## src/rtl/editor_pkg.sv

```systemverilog
// Shared definitions for the parameter editor.
//   - field index constants and the MIN / MAX / RESET limit tables
//   - repeat FSM state type
//   - days_in_month() and field_max() helpers used for day wrapping/clamping
package editor_pkg;

    localparam int N_MAX = 9;

    localparam int F_YEAR  = 0;
    localparam int F_MONTH = 1;
    localparam int F_DAY   = 2;
    localparam int F_HOUR  = 3;
    localparam int F_MIN   = 4;
    localparam int F_SEC   = 5;
    localparam int F_THOUR = 6;
    localparam int F_TMIN  = 7;
    localparam int F_TSEC  = 8;

    typedef logic [6:0] campo_t;

    localparam campo_t LIM_MIN [N_MAX] = '{7'd0, 7'd1, 7'd1, 7'd0, 7'd0, 7'd0, 7'd0, 7'd0, 7'd0};
    // Day max entry is the longest month; the per-month bound comes from days_in_month().
    localparam campo_t LIM_MAX [N_MAX] = '{7'd99, 7'd12, 7'd31, 7'd23, 7'd59, 7'd59, 7'd23, 7'd59, 7'd59};
    localparam campo_t LIM_RST [N_MAX] = '{7'd0, 7'd1, 7'd1, 7'd0, 7'd0, 7'd0, 7'd0, 7'd0, 7'd0};

    typedef enum logic [1:0] {
        ST_IDLE   = 2'd0,
        ST_HOLD   = 2'd1,
        ST_REPEAT = 2'd2
    } rep_state_t;

    // Leap rule is year mod 4 == 0 (two-digit year, 2000..2099).
    function automatic campo_t days_in_month(input campo_t mes, input campo_t anio);
        case (mes)
            7'd2:                      return (anio[1:0] == 2'b00) ? 7'd29 : 7'd28;
            7'd4, 7'd6, 7'd9, 7'd11:   return 7'd30;
            default:                   return 7'd31;
        endcase
    endfunction

    function automatic campo_t field_max(input int idx, input campo_t mes, input campo_t anio);
        if (idx == F_DAY)
            return days_in_month(mes, anio);
        return LIM_MAX[idx];
    endfunction

endpackage

```

## src/rtl/bin2bcd_8.sv

```systemverilog
// Binary to two-digit packed BCD for one field value.
//   bin : binary value, 0..99
//   bcd : {tens, units} BCD digits
module bin2bcd_8 (
    input  logic [7:0] bin,
    output logic [7:0] bcd
);

    logic [3:0] decenas;
    logic [3:0] unidades;

    always_comb begin
        decenas  = 4'(bin / 8'd10);
        unidades = 4'(bin - 8'(decenas) * 8'd10);
        bcd      = {decenas, unidades};
    end

endmodule

```

## src/rtl/editor_parametros.sv

```systemverilog
// Editable field bank (date, time, timer) with up/down keys and auto-repeat.
//   clk     : system clock, rising edge
//   rst     : asynchronous reset, active low
//   sel     : one-hot field select (N_CAMPOS bits)
//   up/down : level key requests, already synchronous and debounced
//   forma   : hour display mode, 0 = 24 h, 1 = 12 h
//   valores : registered packed BCD, field i at [8i+7:8i]
//   pm      : registered 12 h afternoon flag for the hour field
//
// Repeat FSM:
//   state     | meaning
//   ST_IDLE   | no key held; a clean rising edge steps once and enters HOLD
//   ST_HOLD   | key held, waiting REP_DELAY cycles before auto-repeat
//   ST_REPEAT | key still held, one step every REP_RATE cycles
module editor_parametros
    import editor_pkg::*;
#(
    parameter int N_CAMPOS  = 9,
    parameter int REP_DELAY = 50_000_000,
    parameter int REP_RATE  = 10_000_000
) (
    input  logic                  clk,
    input  logic                  rst,
    input  logic [N_CAMPOS-1:0]   sel,
    input  logic                  up,
    input  logic                  down,
    input  logic                  forma,
    output logic [8*N_CAMPOS-1:0] valores,
    output logic                  pm
);

    localparam int CW = (REP_DELAY > 2) ? $clog2(REP_DELAY) : 1;
    localparam logic [CW-1:0] FIN_HOLD = CW'(REP_DELAY - 1);
    localparam logic [CW-1:0] FIN_REP  = CW'(REP_RATE - 1);

    rep_state_t            estado_q, estado_d;
    logic [CW-1:0]         cnt_q;
    logic                  up_q, down_q;
    logic [N_CAMPOS-1:0]   sel_q;
    logic                  bloqueo_q;
    logic                  dir_q;

    logic                  sel_valido, sel_cambio;
    logic                  sube, baja, arranque, tecla_suelta, aborta;
    logic                  paso, paso_dir, cnt_clr;

    campo_t                campo_q [N_MAX];
    campo_t                campo_d [N_MAX];
    logic [N_MAX-1:0]      sel_ext;
    campo_t                dia_max;
    campo_t                hora12;
    logic [7:0]            bin_vis [N_MAX];
    logic [7:0]            bcd_w   [N_CAMPOS];
    logic                  pm_d;

    // Key conditioning
    always_comb begin
        sel_valido   = $onehot(sel);
        sel_cambio   = (sel != sel_q);
        sube         = up & ~up_q;
        baja         = down & ~down_q;
        // bloqueo_q keeps a key that was already down across reset from stepping.
        arranque     = sel_valido & ~bloqueo_q & ((sube & ~down) | (baja & ~up));
        tecla_suelta = dir_q ? ~up : ~down;
        aborta       = ~sel_valido | sel_cambio | (up & down) | tecla_suelta;
    end

    // FSM: state register
    always_ff @(posedge clk or negedge rst) begin
        if (!rst)
            estado_q <= ST_IDLE;
        else
            estado_q <= estado_d;
    end

    // FSM: next state
    always_comb begin
        estado_d = estado_q;
        case (estado_q)
            ST_IDLE: begin
                if (arranque)
                    estado_d = ST_HOLD;
            end
            ST_HOLD: begin
                if (aborta)
                    estado_d = ST_IDLE;
                else if (cnt_q == FIN_HOLD)
                    estado_d = ST_REPEAT;
            end
            ST_REPEAT: begin
                if (aborta)
                    estado_d = ST_IDLE;
            end
            default: estado_d = ST_IDLE;
        endcase
    end

    // FSM: outputs
    always_comb begin
        paso     = 1'b0;
        paso_dir = dir_q;
        cnt_clr  = 1'b1;
        case (estado_q)
            ST_IDLE: begin
                paso     = arranque;
                paso_dir = sube;
            end
            ST_HOLD: begin
                cnt_clr = aborta | (cnt_q == FIN_HOLD);
                paso    = ~aborta & (cnt_q == FIN_HOLD);
            end
            ST_REPEAT: begin
                cnt_clr = aborta | (cnt_q == FIN_REP);
                paso    = ~aborta & (cnt_q == FIN_REP);
            end
            default: begin
                paso    = 1'b0;
                cnt_clr = 1'b1;
            end
        endcase
    end

    // Counter, edge samples and held-key direction
    always_ff @(posedge clk or negedge rst) begin
        if (!rst) begin
            cnt_q     <= '0;
            up_q      <= 1'b0;
            down_q    <= 1'b0;
            sel_q     <= '0;
            bloqueo_q <= 1'b1;
            dir_q     <= 1'b0;
        end else begin
            cnt_q     <= cnt_clr ? '0 : cnt_q + 1'b1;
            up_q      <= up;
            down_q    <= down;
            sel_q     <= sel;
            bloqueo_q <= bloqueo_q & (up | down);
            if (estado_q == ST_IDLE && arranque)
                dir_q <= sube;
        end
    end

    // Field update: step with wrap, plus day clamp after month/year changes
    always_comb begin
        sel_ext = N_MAX'(sel);
        dia_max = days_in_month(campo_q[F_MONTH], campo_q[F_YEAR]);
        for (int i = 0; i < N_MAX; i++) begin
            campo_d[i] = campo_q[i];
            if (i < N_CAMPOS && paso && sel_ext[i]) begin
                if (paso_dir)
                    campo_d[i] = (campo_q[i] >= field_max(i, campo_q[F_MONTH], campo_q[F_YEAR]))
                                 ? LIM_MIN[i] : campo_q[i] + 7'd1;
                else
                    campo_d[i] = (campo_q[i] <= LIM_MIN[i])
                                 ? field_max(i, campo_q[F_MONTH], campo_q[F_YEAR]) : campo_q[i] - 7'd1;
            end else if (i == F_DAY && campo_q[i] > dia_max) begin
                campo_d[i] = dia_max;
            end
        end
    end

    always_ff @(posedge clk or negedge rst) begin
        if (!rst) begin
            for (int i = 0; i < N_MAX; i++)
                campo_q[i] <= LIM_RST[i];
        end else begin
            for (int i = 0; i < N_MAX; i++)
                campo_q[i] <= campo_d[i];
        end
    end

    // Display path: 12 h remap of the hour slot only, stored hour untouched
    always_comb begin
        hora12 = campo_q[F_HOUR];
        if (campo_q[F_HOUR] == 7'd0)
            hora12 = 7'd12;
        else if (campo_q[F_HOUR] > 7'd12)
            hora12 = campo_q[F_HOUR] - 7'd12;

        for (int i = 0; i < N_MAX; i++)
            bin_vis[i] = {1'b0, campo_q[i]};
        if (forma)
            bin_vis[F_HOUR] = {1'b0, hora12};

        pm_d = forma & (campo_q[F_HOUR] >= 7'd12);
    end

    for (genvar g = 0; g < N_CAMPOS; g++) begin : g_bcd
        bin2bcd_8 u_bcd (
            .bin (bin_vis[g]),
            .bcd (bcd_w[g])
        );
    end

    // All reset values are below 10, so binary equals BCD here.
    always_ff @(posedge clk or negedge rst) begin
        if (!rst) begin
            for (int i = 0; i < N_CAMPOS; i++)
                valores[8*i +: 8] <= {1'b0, LIM_RST[i]};
            pm <= 1'b0;
        end else begin
            for (int i = 0; i < N_CAMPOS; i++)
                valores[8*i +: 8] <= bcd_w[i];
            pm <= pm_d;
        end
    end

endmodule
```

## config.mk

```make
export PLATFORM = sky130hd
export DESIGN_NAME = editor_parametros
export DESIGN_NICKNAME = d
export VERILOG_FILES = /design/src/rtl/editor_pkg.sv /design/src/rtl/bin2bcd_8.sv /design/src/rtl/editor_parametros.sv
export SDC_FILE = /design/constraint.sdc
export NUM_CORES = 1
export LEC_CHECK = 0
export BUFFER_PORTS_ARGS = -buffer_cell sky130_fd_sc_hd__buf_2
export CAP_MARGIN = 20
export CORE_ASPECT_RATIO = 0.5
export CORE_MARGIN = 5
export CORE_UTILIZATION = 50
export DETAILED_ROUTE_END_ITERATION = 7
export PLACE_DENSITY = 0.67
export SKIP_CTS_REPAIR_TIMING = 1
export SLEW_MARGIN = 20
export SYNTH_ARGS = -nofsm -noshare
export SYNTH_HDL_FRONTEND = slang
export SYNTH_SLANG_ARGS = --single-unit
```

## constraint.sdc

```tcl
create_clock -name clk -period 5.9 [get_ports clk]
set_input_delay 0.59 -clock clk [delete_from_list [all_inputs] [get_ports clk]]
set_output_delay 0.59 -clock clk [all_outputs]
set_load 0.02 [all_outputs]
```

==> metrics.csv <==
metric;value;unit
run_status;complete, no violations;
vdd.ir_drop.worst;215;uV
grt_start_max_net_pins;71;
synth-edff-count;0;
drcViolationCount;0;
hp-class;in2async;
gr-total-overflow;0;
fin_setup_tns;0;ps
leakage;5.64;nW
worst_hold_slack;121;ps
cts.htree.levels;4;
placement.setup.worst_slack;627;ps
post_synth_instance_area;12100;um2
clock_tree.buffer_depth;2;
stdcell_count;1763;
core_region_area;23900;um2
track_usage;0.202;
finalSetupViolCount;0;
numCtsBuffers;17;
total_routed_length;27.8;mm
post-route-worst-setup-slack;1130;ps
clock_pin_slew_on_the_worst_setup_and_hold_paths;80;ps
clock_tree_from_tritoncts;built;
yosys.area.top_type_share;0.356;
dieWidth;230;um
fin_crit;4770;ps
most_instantiated_cells_after_synthesis;sky130_fd_sc_hd__dfrtp_1 (172), sky130_fd_sc_hd__nor2_1 (140), sky130_fd_sc_hd__nand2_1 (112), sky130_fd_sc_hd__o21ai_0 (99), sky130_fd_sc_hd__a21oi_1 (96);
worst-endpoint-required;6290;ps
via_count_of_the_first_global_routing_pass;9735;
cts_root_buffer;sky130_fd_sc_hd__clkbuf_16;
worst-path-max-fanout;12;
max_freq;210;MHz
yosys_warnings;0;
detailedRoute.firstPassIterationCount;5;
post-route-util;0.555;
synthArstFlopShare;1.00;
gp_congestion;0.874;
rr_worst_depth;19;
syn_nets;1499;
port_buffers;86;
seq_area_frac_synth;0.367;
syn-instance-count;1402;
via_count;10275;
dp_cells;1730;
grt_first_pass_wirelength;47.1;mm
initialDrtViolationCount;842;
grt_antenna_before_repair;1;
floorplan.die_area;27600;um2
overall_power_of_the_completed_layout;5.98;mW
ys_types;90;
via_per_inst;5.83;
layout.nets;1531;
placed_area;12600;um2
critical_path_arrival;5170;ps
syn-mean-instance-area;8.62;um2
drt.antenna.violating_nets;0;
report.final.slew_viol_count;0;
power-per-cell-area;452;nW/um2
ys_dominant_reg_cell;sky130_fd_sc_hd__dfrtp_1;
top_cells_by_area_synth;sky130_fd_sc_hd__dfrtp_1 (36%), sky130_fd_sc_hd__ha_1 (7.1%), sky130_fd_sc_hd__nor2_1 (4.4%);
worstSetupPathType;in2reg;
fraction_of_final_layout_cells_sized_beyond_drive_strength_1;0.111;
slew_headroom;0.329;
die_h;120;um
post-synth-top-area-cell;sky130_fd_sc_hd__dfrtp_1;
hold_viol;0;
post_drt_wl_per_cell;15.8;um
synth.most_common_cell;sky130_fd_sc_hd__dfrtp_1;
initial_core_util;0.506;
maxCapViolations;0;
post-dp-hpwl;19.3;mm
rsz_0062_raised_after_global_routing;no;
cp-start-kind;primary input;
setup.worst_path.end_class;register;
ys_seq_elements;177;
worst_tran_pin_value;1010;ps
cts.sinks;177;
clock_skew;18.4;ps
final_design_area_no_fill;13200;um2
period_share;0.809;
clk-insertion-delay-late;460;ps
num_rows;40;
boundaryPins;87;
area_delta_synth_final;9.60;%
## metal layers
layer / vias up / track usage / part of all wire
met5: - / 0 / 0
li1: 5068 / - / -
met3: 29 / 0.0376 / 0.040
met1: 4942 / 0.274 / 0.47
met4: 0 / 0.0604 / 0.014
met2: 236 / 0.332 / 0.48
## cell usage in the layout (no fill, tap or decap), drive strengths merged, types with 6 or more instances in the layout
master,Yosys,final
dfrtp,172,172
nand3b,7,7
a22oi,9,9
o31ai,19,19
nand3,57,57
a211oi,23,23
o32a,6,6
or3,8,8
nand2b,20,20
nor2b,26,26
nand2,112,112
a41oi,6,6
clkbuf,58,19
nor4,8,8
nand4,12,12
a21o,8,8
xnor2,48,48
inv,91,99
a31oi,20,20
and2,14,14
o22ai,20,20
nor2,141,141
ha,69,69
buf,21,91
a221oi,6,6
a21oi,98,98
o21ai,101,101
o32ai,6,6
nor3b,13,13
xor2,19,19
fa,14,14
o211ai,10,10
and3,14,14
o221ai,8,8
a21boi,6,6
nor3,35,35
mux2i,9,9
## worst max-delay path: stages
cell and delay (ps):
sky130_fd_sc_hd__buf_2 150, sky130_fd_sc_hd__fa_1 550, sky130_fd_sc_hd__inv_1 50, sky130_fd_sc_hd__fa_1 500
sky130_fd_sc_hd__fa_1 440, sky130_fd_sc_hd__fa_1 400, sky130_fd_sc_hd__inv_1 80, sky130_fd_sc_hd__fa_1 430
sky130_fd_sc_hd__nor2_1 110, sky130_fd_sc_hd__nor4b_1 400, sky130_fd_sc_hd__nand2_1 140, sky130_fd_sc_hd__o21ai_1 100
sky130_fd_sc_hd__buf_4 210, sky130_fd_sc_hd__nand3_1 350, sky130_fd_sc_hd__mux2_2 410, sky130_fd_sc_hd__o221a_2 240
## where the power goes
| group | internal, mW | switching, mW | leakage (nW) |
|---|---|---|---|
| Combinational | 1.16 | 1.67 | 3.14 |
| Clock | 0.649 | 0.532 | 0.289 |
| Sequential | 1.53 | 0.434 | 2.22 |
| Total | 3.34 | 2.64 | 5.64 |
## flip-flops by register name, summed over array words and instances, names as in the netlist, 2 cells and up
register,flops
sel_q,9
estado_q,2
cnt_q,26
campo_q,7
bin_vis,56
valores,72
## cell families after synthesis
group,after synthesis,synth area share
AO/OA/AOI/OAI,399,0.216
XOR/XNOR,67,0.0486
adder cells (fa/ha/maj),84,0.0955
buffers and inverters,170,0.0563
flip-flops,177,0.367
multiplexers,13,0.0112
AND/OR/NAND/NOR,492,0.205
## area by class of cell
cell class	count	area [um2]
clock inverter	14	166
fill	2131	10600
sequential	177	4440
inverter	91	342
timing repair buffer	92	484
antenna	1	2.50
tap	315	394
clock buffer	18	439
multi-input combinational	1055	6980
## final timing paths
kind                                    startpoint                      end  slack, ps
setup / recovery                            sel[0]  bin_vis[48]$_DFFE_PN1P_       1130
hold / removal                                 rst    valores[15]$_DFF_PN0_        120
setup reg to reg           campo_q[38]$_DFFE_PN0P_    valores[27]$_DFF_PN0_       1230
hold reg to reg            bin_vis[32]$_DFFE_PN0P_    valores[32]$_DFF_PN0_        450
max in group asynchronous                      rst  bin_vis[25]$_DFFE_PN0P_       4580
min in group clk                              down         down_q$_DFF_PN0_        300
(Power assumes the default switching activity.)
